`config.mk`:
```
export PLATFORM = sky130hd
export DESIGN_NAME = tgl_hs_rx
export DESIGN_NICKNAME = d
export VERILOG_FILES = /design/src/rtl/tgl_hs_rx_pkg.sv /design/src/rtl/tgl_hs_rx_sync_chain.sv /design/src/rtl/tgl_hs_rx.sv
export SDC_FILE = /design/constraint.sdc
export NUM_CORES = 1
export LEC_CHECK = 0
export BUFFER_PORTS_ARGS = -buffer_cell sky130_fd_sc_hd__buf_2
export CORE_MARGIN = 10
export CORE_UTILIZATION = 35
export DETAILED_ROUTE_END_ITERATION = 7
export HOLD_SLACK_MARGIN = 0.06
export PLACE_DENSITY = 0.63
export SYNTH_ARGS = -nofsm -noshare
export SYNTH_HDL_FRONTEND = slang
export SYNTH_SLANG_ARGS = --single-unit
```
`constraint.sdc`:
```
create_clock -name clkb -period 1.21 [get_ports clkb]
set_input_delay 0.363 -clock clkb [delete_from_list [all_inputs] [get_ports clkb]]
set_output_delay 0.363 -clock clkb [all_outputs]
set_load 0.05 [all_outputs]
```
`src/rtl/tgl_hs_rx_pkg.sv`:
```
// Shared types and defaults for the toggle-handshake receiver.
// Holds the FSM state encoding, default widths and the event counter helper.
package tgl_hs_rx_pkg;

    localparam int DW_DEF          = 8;
    localparam int SYNC_STAGES_DEF = 2;
    localparam int EVT_CNT_W       = 16;

    localparam logic [EVT_CNT_W-1:0] EVT_ONE = EVT_CNT_W'(1);

    typedef enum logic [1:0] {
        IDLE = 2'd0,
        HOLD = 2'd1,
        ACK  = 2'd2
    } state_t;

    // Free-running wrap: FFFF rolls over to 0 with no flag.
    function automatic logic [EVT_CNT_W-1:0] evt_next(input logic [EVT_CNT_W-1:0] cnt);
        return cnt + EVT_ONE;
    endfunction

endpackage

```
`src/rtl/tgl_hs_rx_sync_chain.sv`:
```
// Generic single-bit synchronizer, N flops deep, async active-low reset to 0.
// Used for req_tgl here; kept free of receiver specifics so it can be reused.
module sync_chain #(
    parameter int N = 2
) (
    input  logic clk,
    input  logic rstn,
    input  logic d,
    output logic q
);

    logic [N-1:0] ff;

    always_ff @(posedge clk or negedge rstn) begin
        if (!rstn) begin
            ff <= '0;
        end else begin
            ff <= {ff[N-2:0], d};
        end
    end

    assign q = ff[N-1];

endmodule

```
`src/rtl/tgl_hs_rx.sv`:
```
// Receive side of a toggle request/acknowledge data handshake into the clkb domain.
// Captures din on each req_tgl level change and returns ack_tgl once downstream consumes the word.
//
// state | meaning
// IDLE  | waiting for a request edge
// HOLD  | word captured, dout_valid high until dout_ready
// ACK   | one-cycle gap after a transfer, ack_tgl already toggled
module tgl_hs_rx
    import tgl_hs_rx_pkg::*;
#(
    parameter int DW          = DW_DEF,
    parameter int SYNC_STAGES = SYNC_STAGES_DEF
) (
    input  logic                 clkb,
    input  logic                 rstn,
    input  logic                 req_tgl,
    input  logic [DW-1:0]        din,
    output logic [DW-1:0]        dout,
    output logic                 dout_valid,
    input  logic                 dout_ready,
    output logic                 ack_tgl,
    output logic                 busy,
    output logic                 err_ovf,
    input  logic                 clr_err,
    output logic [EVT_CNT_W-1:0] evt_cnt
);

    logic   req_sync;
    logic   req_hist;
    logic   req_edge;
    logic   req_edge_r;
    state_t state_q;
    state_t state_d;
    logic   cap_en;
    logic   xfer;
    logic   err_set;

    sync_chain #(
        .N (SYNC_STAGES)
    ) u_req_sync (
        .clk  (clkb),
        .rstn (rstn),
        .d    (req_tgl),
        .q    (req_sync)
    );

    assign req_edge = req_sync ^ req_hist;

    // The edge pulse is registered so the FSM sees it one cycle after detection;
    // this sets the request-to-valid latency at SYNC_STAGES+2 edges.
    always_ff @(posedge clkb or negedge rstn) begin
        if (!rstn) begin
            req_hist   <= 1'b0;
            req_edge_r <= 1'b0;
        end else begin
            req_hist   <= req_sync;
            req_edge_r <= req_edge;
        end
    end

    always_ff @(posedge clkb or negedge rstn) begin
        if (!rstn) begin
            state_q <= IDLE;
        end else begin
            state_q <= state_d;
        end
    end

    always_comb begin
        state_d = state_q;
        case (state_q)
            IDLE:    if (req_edge_r) state_d = HOLD;
            HOLD:    if (dout_ready) state_d = ACK;
            ACK:     state_d = IDLE;
            default: state_d = IDLE;
        endcase
    end

    // Requests outside IDLE are protocol violations: flagged, never captured.
    always_comb begin
        cap_en  = (state_q == IDLE) && req_edge_r;
        xfer    = (state_q == HOLD) && dout_ready;
        err_set = (state_q != IDLE) && req_edge_r;
        busy    = (state_q != IDLE);
    end

    always_ff @(posedge clkb or negedge rstn) begin
        if (!rstn) begin
            dout       <= '0;
            dout_valid <= 1'b0;
            ack_tgl    <= 1'b0;
        end else begin
            if (cap_en) begin
                dout       <= din;
                dout_valid <= 1'b1;
            end else if (xfer) begin
                dout_valid <= 1'b0;
            end
            if (xfer) begin
                ack_tgl <= ~ack_tgl;
            end
        end
    end

    always_ff @(posedge clkb or negedge rstn) begin
        if (!rstn) begin
            evt_cnt <= '0;
        end else if (xfer) begin
            evt_cnt <= evt_next(evt_cnt);
        end
    end

    // A set in the same cycle as a clear wins.
    always_ff @(posedge clkb or negedge rstn) begin
        if (!rstn) begin
            err_ovf <= 1'b0;
        end else if (err_set) begin
            err_ovf <= 1'b1;
        end else if (clr_err) begin
            err_ovf <= 1'b0;
        end
    end

endmodule
```
==> out/summary.txt <==
outcome -> finished, violations left
violated checks -> negative setup slack
Worst EP required -> 0.85 ns
H-tree levels -> 2
Power Density -> 2490 nW/um^2
highest-count cells in the layout ignoring fill and taps -> buf_4, buf_6, dfrtp_1
CTS Buf Count -> 5
vias in the first global route -> 1,178
io pins -> 41
Antenna diodes -> 0
Yosys warning total -> 0
share of layout cells above drive strength 1 -> 68.8%
Max Fclk -> 0.685 GHz
Final GP Congestion -> 0.740
DP Worst Slack -> -0.140 ns
Die Height -> 81.7 um
Final Non-Filler Cells -> 250
Antenna Nets Post-Route -> 0
max-cap viol count -> 0
Avg WL per Cell -> 15.1 um
Worst-path clk slew -> 0.06 ns
Final Hold Fails -> 0
Starting Density -> 36.4%
Pre-antenna DRT Iters -> 4
Critical R2R Launch -> state_q[0]
VDD IR max -> 0.00120 V
GRT Total Usage -> 11.5%
synthesized area -> 1330 um^2
CTS tree -> yes
Placed Cells -> 200
WS Path Type -> reg -> out
critical-path maximum fanout -> 3
Final TNS setup -> -4.59 ns
RSZ-0062 raised after global routing -> yes
Int Pwr -> 3.68 mW
Die Span X -> 81.7 um
crit path setup slack, layout -> -0.249 ns
maximum clock path buffer count -> 2
Period minus WS final -> 1.46 ns
crit start category -> flip-flop
multi-input logic area -> 624 um^2
Max Slew Vio Count -> 0
LEAKAGE -> 1.24 nW
Core ar. -> 3660 um^2
switch share -> 41.0%
flops & latches, synth -> 33
Syn Nets -> 114
switching power total -> 2.55 mW
Final setup viols -> 36
PnR Total Power -> 6.23 mW
Synth cell types -> 20
Clock power frac -> 12.5%
I/O Buffers -> 40
Syn Inst Count -> 100
Via Count -> 1,146
fillers -> 267
Critical Path Source -> state_q[0]
CTS sink cnt -> 33
Seq pwr share -> 27.6%
DP Area -> 1750 um^2
commonest non-fill, non-tap cell in the layout -> buf_4
total gr overflow -> 0
Crit path arrival time -> 1.10 ns
worst slew pin tran -> 0.313 ns
first-pass GRT wire length -> 5.82 mm
Mapped Avg Cell Area -> 13.3 um^2
routed vias/inst -> 4.58
antenna violations before repair -> 0
worst hold path class -> in -> reg
largest net degree at the start of global routing -> 34
Seq/Total Area, Yosys -> 62.0%
detailed placement HPWL -> 2.14 mm
Iteration-0 DRC Markers -> 53
Residual DRC -> 0
Clock Root Buffer -> clkbuf_8
die area -> 6670 um^2
Final Cell Area -> 2500 um^2
clock latency on the worst-skew pair -> 0.28 ns
row cnt -> 22
power share of the combinational group -> 59.9%
area growth from synthesis to layout -> 87.6%
clock skew -> 0.00267 ns
Final #Nets -> 215
Final Cycle Share -> 121%
Worst setup EP type -> output pin
Hold Startpoint -> req_tgl
register area -> 841 um^2
slew margin rel. -> 79.1%
detailed-route wire length -> 3.76 mm
-- area by class of cell --
cell class	count	share of cell area (%)
clock buffers	8	3.21
inverters	4	0.601
multi-input cells	64	25.0
flip-flops and latches	33	33.7
well taps	48	2.40
repair buffers	93	35.1
-- path summary, 6_finish.rpt --
check | end | slack, ns | cells after the start
max | busy | -0.25 | 2
min | u_req_sync.ff[0] | 0.19 | 1
max reg2reg | evt_cnt[9] | -0.23 | 7
min reg2reg | u_req_sync.ff[1] | 0.35 | 0
max in group asynchronous | evt_cnt[0] | 0.45 | 3
min in group asynchronous | state_q[0] | 0.56 | 3
-- layer usage --
| metal | up-vias | track usage (%) | part of all wire (%) |
|---|---|---|---|
| li1 | 533 | - | - |
| met4 | 0 | 3.06 | 1.4 |
| met2 | 39 | 18.9 | 53 |
| met1 | 568 | 13.0 | 36 |
| met3 | 6 | 5.90 | 9.6 |
| met5 | - | 0 | 0 |
-- power groups by stage --
stage | logic (mW) | clock network, mW | registers, mW
after floorplan | 0.708 | 0 | 2.71
after global placement | 2.39 | 0 | 1.68
after detailed placement | 2.42 | 0 | 1.70
after CTS | 3.42 | 0.811 | 1.72
after global routing | 3.91 | 0.883 | 1.77
final | 3.73 | 0.776 | 1.72
-- logic make-up after synthesis --
| family | synth area share [%] |
|---|---|
| AO/OA/AOI/OAI | 1.69 |
| flip-flops | 62.0 |
| adder cells (fa/ha/maj) | 0.940 |
| multiplexers | 6.77 |
| buffers and inverters | 1.13 |
| AND/OR/NAND/NOR | 16.3 |
| XOR/XNOR | 11.2 |
-- sequential cells by signal (all words and copies together), names as in the netlist --
name,count
u_req_sync.ff,2
err_ovf,1
req_hist,1
dout,8
dout_valid,1
evt_cnt,16
ack_tgl,1
state_q,2
req_edge_r,1
-- worst max-delay path, cell delays in order, from the launching register on --
cell	delay [ns]
dfrtp_1	0.38
or2_4	0.28
buf_6	0.16
-- through the flow --
stage | util [%] | hold slack, ns
6_report | 68.2 | 0.190
5_1_grt | 68.2 | 0.178
4_1_cts | 63.0 | 0.177
3_5_place_dp | 47.7 | 0.332
3_3_place_gp | 47.7 | 0.332
2_1_floorplan | - | 0.0674
-- cell usage after synthesis --
cell type  number  area [um^2]
nand4_1         1         6.26
a22o_1          1         8.76
o21ai_0         1         5.00
nor2_1          4         15.0
a21o_2          1         8.76
nor3_1          1         5.00
xnor2_1        14          123
nand3b_4        1         20.0
nand2_1        12         45.0
dfrtp_1        33          826
nand3_2         1         10.0
nand3_1         7         35.0
xor2_1          3         26.3
mux2_2          8         90.1
nor3_4          2         32.5
nor2_8          1         20.0
ha_1            1         12.5
or2_4           1         8.76
inv_1           4         15.0
and3_1          3         18.8
-- repair_timing --
action                                  CTS  global route
endpoints found under the hold margin    33             0
cloned                                    1             0
gates resized for setup                  76            16
endpoints found under the setup margin   47            51
hold buffers                              1             0
buffers inserted                         26            15
pin swaps                                11             7
Note: power is estimated with default switching activity, not from simulation.
